==> config.mk <==
export PLATFORM = sky130hd
export DESIGN_NAME = fos_inverse_seq
export DESIGN_NICKNAME = d
export VERILOG_FILES = /design/src/rtl/fos_pkg.sv /design/src/rtl/booth_r4_step.sv /design/src/rtl/fos_inverse_seq.sv
export SDC_FILE = /design/constraint.sdc
export NUM_CORES = 1
export LEC_CHECK = 0
export BUFFER_PORTS_ARGS = -buffer_cell sky130_fd_sc_hd__buf_4
export CAP_MARGIN = 15
export CORE_MARGIN = 5
export CORE_UTILIZATION = 54
export CTS_BUF_LIST = sky130_fd_sc_hd__clkbuf_4
export DETAILED_ROUTE_END_ITERATION = 16
export GPL_ROUTABILITY_DRIVEN = 0
export PLACE_DENSITY = 0.7
export SYNTH_ARGS = -nofsm -noshare
export SYNTH_HDL_FRONTEND = slang
export SYNTH_HIERARCHICAL = 1
export SYNTH_SLANG_ARGS = --single-unit
==> constraint.sdc <==
create_clock -name clk -period 9.55 [get_ports clk]
set_input_delay 0.4775 -clock clk [delete_from_list [all_inputs] [get_ports clk]]
set_output_delay 0.4775 -clock clk [all_outputs]
set_load 0.05 [all_outputs]
==> src/rtl/fos_pkg.sv <==
// Shared widths, FSM state type and Booth digit decode for the first-order
// all-pole inverse filter.
package fos_pkg;

    localparam int unsigned DATA_W  = 32;
    localparam int unsigned COEF_W  = 11;
    localparam int unsigned DIGITS  = (COEF_W + 1) / 2;
    localparam int unsigned CNT_W   = $clog2(DIGITS);
    localparam int unsigned SHIFT_W = CNT_W + 1;

    typedef enum logic [1:0] {
        IDLE,
        MUL,
        OUT
    } state_t;

    typedef logic signed [2:0] booth_digit_t;

    // Radix-4 Booth recoding of {b[2i+1], b[2i], b[2i-1]} into {-2..+2}.
    function automatic booth_digit_t booth_decode(input logic [2:0] triplet);
        booth_digit_t digit;
        unique case (triplet)
            3'b000, 3'b111: digit = 3'b000;
            3'b001, 3'b010: digit = 3'b001;
            3'b011:         digit = 3'b010;
            3'b100:         digit = 3'b110;
            3'b101, 3'b110: digit = 3'b111;
            default:        digit = 3'b000;
        endcase
        return digit;
    endfunction

endpackage

==> src/rtl/booth_r4_step.sv <==
// One radix-4 Booth partial product: digit(triplet) * y_prev, shifted left,
// truncated to DATA_W bits.
module booth_r4_step
    import fos_pkg::*;
(
    input  logic [2:0]         triplet,
    input  logic [DATA_W-1:0]  y_prev,
    input  logic [SHIFT_W-1:0] shift,
    output logic [DATA_W-1:0]  pp
);

    booth_digit_t      digit;
    logic [DATA_W-1:0] mag;
    logic [DATA_W-1:0] signed_mag;

    always_comb begin
        digit = booth_decode(triplet);
        mag   = '0;
        // Digit encodings: +-1 have bit0 set, +-2 have bits[1:0] = 2'b10.
        if (digit[0]) begin
            mag = y_prev;
        end else if (digit[1]) begin
            mag = y_prev << 1;
        end
        signed_mag = digit[2] ? -mag : mag;
        pp         = signed_mag << shift;
    end

endmodule

==> src/rtl/fos_inverse_seq.sv <==
// Inverse of y[n] = x[n] + a1*y[n-1]: x[n] = y[n] - a1*y[n-1], with the
// product built by an iterative radix-4 Booth multiplier, one digit per cycle.
module fos_inverse_seq
    import fos_pkg::*;
(
    input  logic              clk,
    input  logic              reset,
    input  logic              in_valid,
    output logic              in_ready,
    input  logic [DATA_W-1:0] y_in,
    input  logic [COEF_W-1:0] a1,
    output logic              out_valid,
    input  logic              out_ready,
    output logic [DATA_W-1:0] x_out
);

    state_t state_q, state_d;

    logic [DATA_W-1:0]   y_prev_q;
    logic [DATA_W-1:0]   y_cur_q;
    logic [DATA_W-1:0]   acc_q;
    logic [DATA_W-1:0]   x_out_q;
    logic [COEF_W-1:0]   a1_q;
    logic [CNT_W-1:0]    cnt_q;

    logic [2*DIGITS:0]   a1_pad;
    logic [2*DIGITS:0]   a1_sh;
    logic [2:0]          triplet;
    logic [SHIFT_W-1:0]  shift;
    logic [DATA_W-1:0]   pp;
    logic [DATA_W-1:0]   acc_sum;
    logic                last_digit;

    // Sign-extend to 2*DIGITS bits and append the implicit bit -1 = 0.
    assign a1_pad     = {{(2 * DIGITS - COEF_W){a1_q[COEF_W-1]}}, a1_q, 1'b0};
    assign shift      = {cnt_q, 1'b0};
    assign a1_sh      = a1_pad >> shift;
    assign triplet    = a1_sh[2:0];
    assign acc_sum    = acc_q + pp;
    assign last_digit = (cnt_q == CNT_W'(DIGITS - 1));

    booth_r4_step u_booth_r4_step (
        .triplet (triplet),
        .y_prev  (y_prev_q),
        .shift   (shift),
        .pp      (pp)
    );

    always_ff @(posedge clk) begin
        if (reset) begin
            state_q <= IDLE;
        end else begin
            state_q <= state_d;
        end
    end

    always_comb begin
        state_d = state_q;
        unique case (state_q)
            IDLE:    if (in_valid)   state_d = MUL;
            MUL:     if (last_digit) state_d = OUT;
            OUT:     if (out_ready)  state_d = IDLE;
            default: state_d = IDLE;
        endcase
    end

    always_comb begin
        in_ready  = (state_q == IDLE);
        out_valid = (state_q == OUT);
        x_out     = x_out_q;
    end

    always_ff @(posedge clk) begin
        if (reset) begin
            y_prev_q <= '0;
            y_cur_q  <= '0;
            acc_q    <= '0;
            x_out_q  <= '0;
            a1_q     <= '0;
            cnt_q    <= '0;
        end else begin
            unique case (state_q)
                IDLE: begin
                    if (in_valid) begin
                        y_cur_q <= y_in;
                        a1_q    <= a1;
                        acc_q   <= '0;
                        cnt_q   <= '0;
                    end
                end
                MUL: begin
                    acc_q <= acc_sum;
                    if (last_digit) begin
                        x_out_q <= y_cur_q - acc_sum;
                        cnt_q   <= '0;
                    end else begin
                        cnt_q <= cnt_q + CNT_W'(1);
                    end
                end
                OUT: begin
                    // y[n-1] advances only once the consumer has taken x[n].
                    if (out_ready) y_prev_q <= y_cur_q;
                end
                default: ;
            endcase
        end
    end

endmodule

# Yosys cells after proc, flatten, opt, wreduce, memory -nomap -nowiden
# Memory sizes are Yosys's and may differ from the RTL's.
# Cells that the tools add are included.
[word_totals]
reg_bits = 144
inputBits = 47
mem_bits_ro = 24
n_memories = 1
[memory_table]
columns = ["name", "depth", "width", "rd", "rd_clocked_by_memory_dff", "write_ports", "line_no", "text"]
rows = [
  ["(no name shown)", 8, 3, 1, 0, 0, "fos_pkg.sv:22", "unique case (triplet)"],
]
[classes]
shifts = 2
reduce_logical = 7
muxes = 12
n_eq_ne = 6
addsub = 4
[ops]
columns = ["cell", "n"]
rows = [
  ["two-way mux 32 bit", 4],
  ["case mux 32 bit (2 select lines)", 1],
  ["adder 32 bit", 1],
  ["negator 32 bit", 1],
  ["<< shifter 32 x 4 -> 32 bit", 1],
  ["subtractor 32 bit", 1],
  ["right shift 13 x 4 -> 3 bit", 1],
  ["AND reduction 2 bit", 4],
  ["two-way mux 2 bit", 3],
  ["two-way mux 3 bit", 2],
  ["case mux 2 bit (3 select lines)", 1],
  ["case mux 3 bit (2 select lines)", 1],
  ["inequality test 2 bit (second input constant)", 2],
  ["adder 3 x 1 -> 3 bit (second input constant)", 1],
  ["== test 3 bit (second input constant)", 1],
  ["AND reduction 3 bit", 1],
  ["== test 2 x 1 -> 1 bit (second input constant)", 1],
  ["== test 2 bit (second input constant)", 1],
  ["logical NOT 2 bit", 1],
  ["inequality test 2 x 1 -> 1 bit (second input constant)", 1],
  ["nonzero test 2 bit", 1],
]

# Longest topological paths before layout
# An unclocked memory read counts as a cell.
[depth]
word_depth = 9
mapped_depth = 41
ltp_nobuf = 37

# Modules after synthesis
# The synthesis kept the hierarchy.
[modules_own_cells]
columns = ["module", "seq_area_each_um2", "area_per_inst_um2", "instances", "cells_per_inst"]
rows = [
  ["fos_inverse_seq", 2882.8, 8271.7, 1, 1075],
  ["booth_r4_step", 0.0, 3274.4, 1, 486],
]

# Worst setup path after synthesis
# OpenSTA, ideal clock, no wires.
[synth_path]
path_kind = "register to register"
from = "reg cnt_q[1]"
to = "reg x_out_q[31], in the netlist x_out[31]"
path_buffers = 6
path_slack_ns = 0.860
path_stages_with_launch = 37
arrival_ns = 8.620
required_time_ns = 9.480
cell_sequence = "dfxtp_1 clkbuf_1 mux2_2 a211oi_1 a21oi_1 ha_1 buf_4 buf_6 buf_6 buf_2 buf_1 nand2_1 ha_1 nand2b_1 or4_4 a211oi_4 a31oi_1 xor2_1 mux2i_1 mux4_2 mux2_2 ha_1 a21o_1 o41ai_1 o21ai_0 a211o_1 a221oi_4 xor2_1 ha_1 and2_1 a221o_1 a21o_1 a21o_1 o21bai_1 a21oi_1 xnor3_1 a21oi_1"
[synth_between]
elab_chain_cells = 9
[synth_rtl]
columns = ["element", "line_no", "text"]
rows = [
  ["from (decl)", "fos_inverse_seq.sv:24", "logic [CNT_W-1:0] cnt_q;"],
  ["from (signal assigned)", "fos_inverse_seq.sv:97", "cnt_q <= cnt_q + CNT_W'(1);"],
  ["right shift 13 x 4 -> 3 bit *", "fos_inverse_seq.sv:37", "assign a1_sh = a1_pad >> shift;"],
  ["via a1_sh[0]", "fos_inverse_seq.sv:27", "logic [2*DIGITS:0] a1_sh;"],
  ["memory (8 x 3 bit) *", "n/a", ""],
  ["two-way mux 32 bit", "booth_r4_step.sv:22", "end else if (digit[1]) begin"],
  ["two-way mux 32 bit", "booth_r4_step.sv:20", "if (digit[0]) begin"],
  ["negator 32 bit", "booth_r4_step.sv:25", "signed_mag = digit[2] ? -mag : mag;"],
  ["two-way mux 32 bit *", "booth_r4_step.sv:25", ""],
  ["<< shifter 32 x 4 -> 32 bit *", "booth_r4_step.sv:26", "pp = signed_mag << shift;"],
  ["via pp[16]", "fos_inverse_seq.sv:30", "logic [DATA_W-1:0] pp;"],
  ["adder 32 bit *", "fos_inverse_seq.sv:39", "assign acc_sum = acc_q + pp;"],
  ["subtractor 32 bit *", "fos_inverse_seq.sv:94", "x_out_q <= y_cur_q - acc_sum;"],
  ["to (signal assigned)", "fos_inverse_seq.sv:94", ""],
  ["to (decl)", "fos_inverse_seq.sv:22", "logic [DATA_W-1:0] x_out_q;"],
]
# Mark *: on every way through the listed nets, which the timed path passes. The rest lies on a longest branch.
# A chain may end at the register's enable or synchronous reset.

# Worst setup path in the final report
# Same ends and word-level chain as after synthesis.

==> impl_metrics.py <==
metrics = {
    "logic_synthesis": {
        "seq_area_frac_synth_pct": 24.97,
        "syn_avg_cell_area_um2": 7.397,
        "synthAdderAreaFrac_pct": 7.391,
        "synth_edf_count": 0,
        "synth_top_family_by_area": "compound AO/OA/AOI/OAI gates",
        "ys_types": 87,
        "ys.flop_type": "dfxtp_1",
        "syn-num-nets": 1675,
        "yosys-mux-area-fraction_pct": 5.819,
        "ys_ff_latch": 144,
        "synthSimpleGateAreaFrac_pct": 22.05,
        "synth_compound_area_share_pct": 28.84,
        "yosysWarnings": 6,
        "synthXorXnorAreaFrac_pct": 6.567,
        "async_flop_share_pct": 0,
        "netlist_instances": 1561,
        "syn-cell-area_mm2": 0.01155,
    },
    "floorplanning": {
        "dieHeight_um": 156.2,
        "start_util_pct": 54.93,
        "dieArea_mm2": 0.02441,
        "core-area_mm2": 0.02102,
        "die_w_um": 156.2,
        "io_pins": 81,
        "fp-row-count": 53,
    },
    "power": {
        "switchingPower_uw": 541.2,
        "switching_share_pct": 35.53,
        "power.total_mw": 1.523,
        "p_leak_nw": 5.099,
        "seq_power_share_pct": 41.6,
        "internal_power_uw": 982.2,
        "pwr-share-comb_pct": 30.7,
        "clkPwrFrac_pct": 27.6,
        "power_density_mw_per_mm2": 121.5,
        "ir_worst_vdd_v": 0.00008541,
    },
    "drt": {
        "dr.pass1.iters": 6,
        "ant_nets": 0,
        "met2_length_mm": 15.44,
        "drt_wl_total_mm": 36.26,
        "top_layer": "met4",
        "wl_met3_mm": 3.156,
        "wl_per_cell_um": 19.42,
        "drc_errors": 0,
        "drt_iter0_drc": 1185,
        "routed_via_density": 6.340,
        "wirelength_met1_mm": 16.50,
        "vias": 11837,
    },
    "sta": {
        "finalCritPeriodShare_pct": 93.74,
        "max_freq_mhz": 111.7,
        "finalWorstSetupSlack_ns": 0.5975,
        "setup_viol": 0,
        "hold_violations": 0,
        "setup-tns-final_ns": 0,
        "slew_viol_final": 0,
        "finClkSkew_ns": 0.02813,
        "relSlewSlack_pct": 35.76,
        "period_needed_ns": 8.952,
        "worstMarginPinSlew_ns": 0.9637,
        "hold_ws_ns": 0.1489,
        "rsz0062_at_grt": "no",
    },
    "critical_path": {
        "required_ns": 10.04,
        "r2r-end": "x_out[31]",
        "start_kind": "flop",
        "crit_top_cell": "a21oi_1",
        "reg2regPathDepth": 33,
        "r2r-start": "cnt_q[1]",
        "crit_slowest_cell": "or4_4",
        "path_buf_inv": 0,
        "arrival_ns": 9.45,
        "critPathTopFamily": "compound AO/OA/AOI/OAI gates",
        "crit_type": "flop to flop",
        "critPathCaptureType": "flop",
        "r2r_slack_ns": 0.60,
        "cp_slowest_stage_delay_ns": 0.55,
        "cp_max_fo": 7,
    },
    "cts": {
        "cts_made_buffers": 17,
        "ctsResizeCount": 0,
        "htreeDepth": 4,
        "tritoncts": "yes",
        "cts_buffer_depth": 2,
        "cts_root_buf": "clkbuf_4",
        "clock_latency_ns": 0.55,
        "cts_hold_buf": 0,
        "post_cts_buffers": 0,
        "cts.sinks": 144,
        "clkSlewWorstSetupHoldPaths_ns": 0.14,
    },
    "final_layout": {
        "post-route-util_pct": 59.64,
        "multiInputGateArea_mm2": 0.008175,
        "fin_cells": 1867,
        "nets": 1693,
        "area_growth_pct": 8.582,
        "register_area_mm2": 0.002884,
        "fin_area_mm2": 0.01254,
        "drive_gt1_share_pct": 10.94,
        "fillers": 1963,
    },
    "worst_hold_path": {
        "hold_start": "y_in[11]",
        "min_to": "y_cur_q[11]",
        "min_path_cells": 3,
        "hold_class": "input pin to flop",
    },
    "global_route": {
        "grt_pass1_wl_mm": 57.29,
        "overflow": 0,
        "grt_start_max_net_pins": 88,
        "grt_pass1_vias": 10847,
        "grt_usage_pct": 29.01,
        "grt_antenna_before_repair": 1,
    },
    "placement": {
        "pre_cts_slack_ns": 0.6963,
        "dp_hpwl_mm": 27.21,
        "numPortBuffers": 80,
        "post_dp_cell_area_mm2": 0.01224,
        "placedCellCount": 1835,
    },
    "job": {
        "drv_cap": 0,
    },
    "outcome": {
        "outcome": "complete, no violations",
    },
}
[power by group through the flow]
stage	sequential (mW)	clock, mW	combinational, mW
after floorplan	0.639	0	0.355
after detailed placement	0.647	0	0.454
final	0.634	0.421	0.468
after global placement	0.647	0	0.453
after global routing	0.636	0.455	0.512
after CTS	0.634	0.430	0.458
[sequential cells by signal (all words and copies together), names as in the netlist]
signal    cells
y_cur_q      32
cnt_q         3
x_out        32
state_q       2
acc_q        32
y_prev_q     32
a1_q         11
[layout make-up]
class	instances	area share [%]
clock buffer	18	1.078
sequential	144	23.00
clock inverter	13	1.297
multi-input combinational	1292	65.21
inverter	26	0.7784
tap	275	2.745
timing repair buffer	98	5.868
antenna	1	0.01996
[tightest hold or removal path: cells and delay by family]
family	cells	cell delay, ns
simple gates	1	0.05
compound gates	1	0.05
buf+inv	1	0.11
[worst max-delay path by stage]
stage | end | slack, ns | cells past startpoint | from
after floorplan | x_out[31] | 0.86 | 36 | cnt_q[1]
after global placement | x_out[31] | 0.88 | 34 | cnt_q[1]
after detailed placement | x_out[31] | 0.70 | 34 | cnt_q[1]
after CTS | x_out[31] | 0.68 | 34 | cnt_q[1]
after global routing | x_out[31] | 0.07 | 35 | cnt_q[1]
final | x_out[31] | 0.60 | 33 | cnt_q[1]
[cells by family (layout without fill, tap and decap cells)]
kind of cell / Yosys count / in the layout
adder cells (fa/ha/maj): 67 / 67
multiplexers: 59 / 59
AO/OA/AOI/OAI: 509 / 509
buffers and inverters: 125 / 155
XOR/XNOR: 85 / 85
AND/OR/NAND/NOR: 571 / 571
flip-flops: 144 / 144
other: 1 / 2
[layer usage]
| layer | up-vias | GRT usage [%] |
|---|---|---|
| met2 | 535 | 42.97 |
| met5 | - | 0 |
| met4 | 0 | 10.41 |
| met3 | 86 | 5.448 |
| li1 | 5698 | - |
| met1 | 5518 | 42.13 |
[layout by cell type, fill, tap and decap left out, drive strengths merged, types with 6 or more instances in the layout]
master and n:
a211o 8, a211oi 21, a21o 35, a21oi 178, a221o 6, a221oi 9
a22o 9, a22oi 13, a31oi 31, and2 13, and3 15, buf 98
clkbuf 18, dfxtp 144, ha 65, inv 27, mux2 15, mux2i 39
nand2 279, nand2b 16, nand3 35, nand4 8, nor2 125, nor2b 15
nor3 26, nor4 8, o211ai 18, o21a 15, o21ai 80, o221ai 6
o22ai 9, o31ai 18, or3 6, or4 6, xnor2 47, xor2 37
[cell usage after synthesis, drive strengths merged, types with 8 or more instances]
master	count	share of area, %
o22ai	9	0.49
mux2i	39	3.4
clkbuf	84	2.7
buf	15	0.76
o211ai	18	1.2
a31oi	31	1.7
mux2	15	1.5
nand2b	16	0.87
nand3	35	1.5
a221oi	9	1.0
nor2b	15	0.81
nand2	279	9.1
a211o	8	0.61
a22o	9	0.68
nand4	8	0.43
dfxtp	144	25
inv	25	0.81
nor2	125	4.1
a211oi	21	1.5
ha	65	7.0
o31ai	18	1.2
and2	13	0.70
nor3	26	1.1
xor2	37	2.8
a22oi	13	0.85
nor4	8	0.54
xnor2	47	3.6
o21a	15	0.98
a21o	35	2.3
and3	15	0.86
a21oi	178	7.7
o21ai	80	3.5
Power figures use the tool's default switching activity.
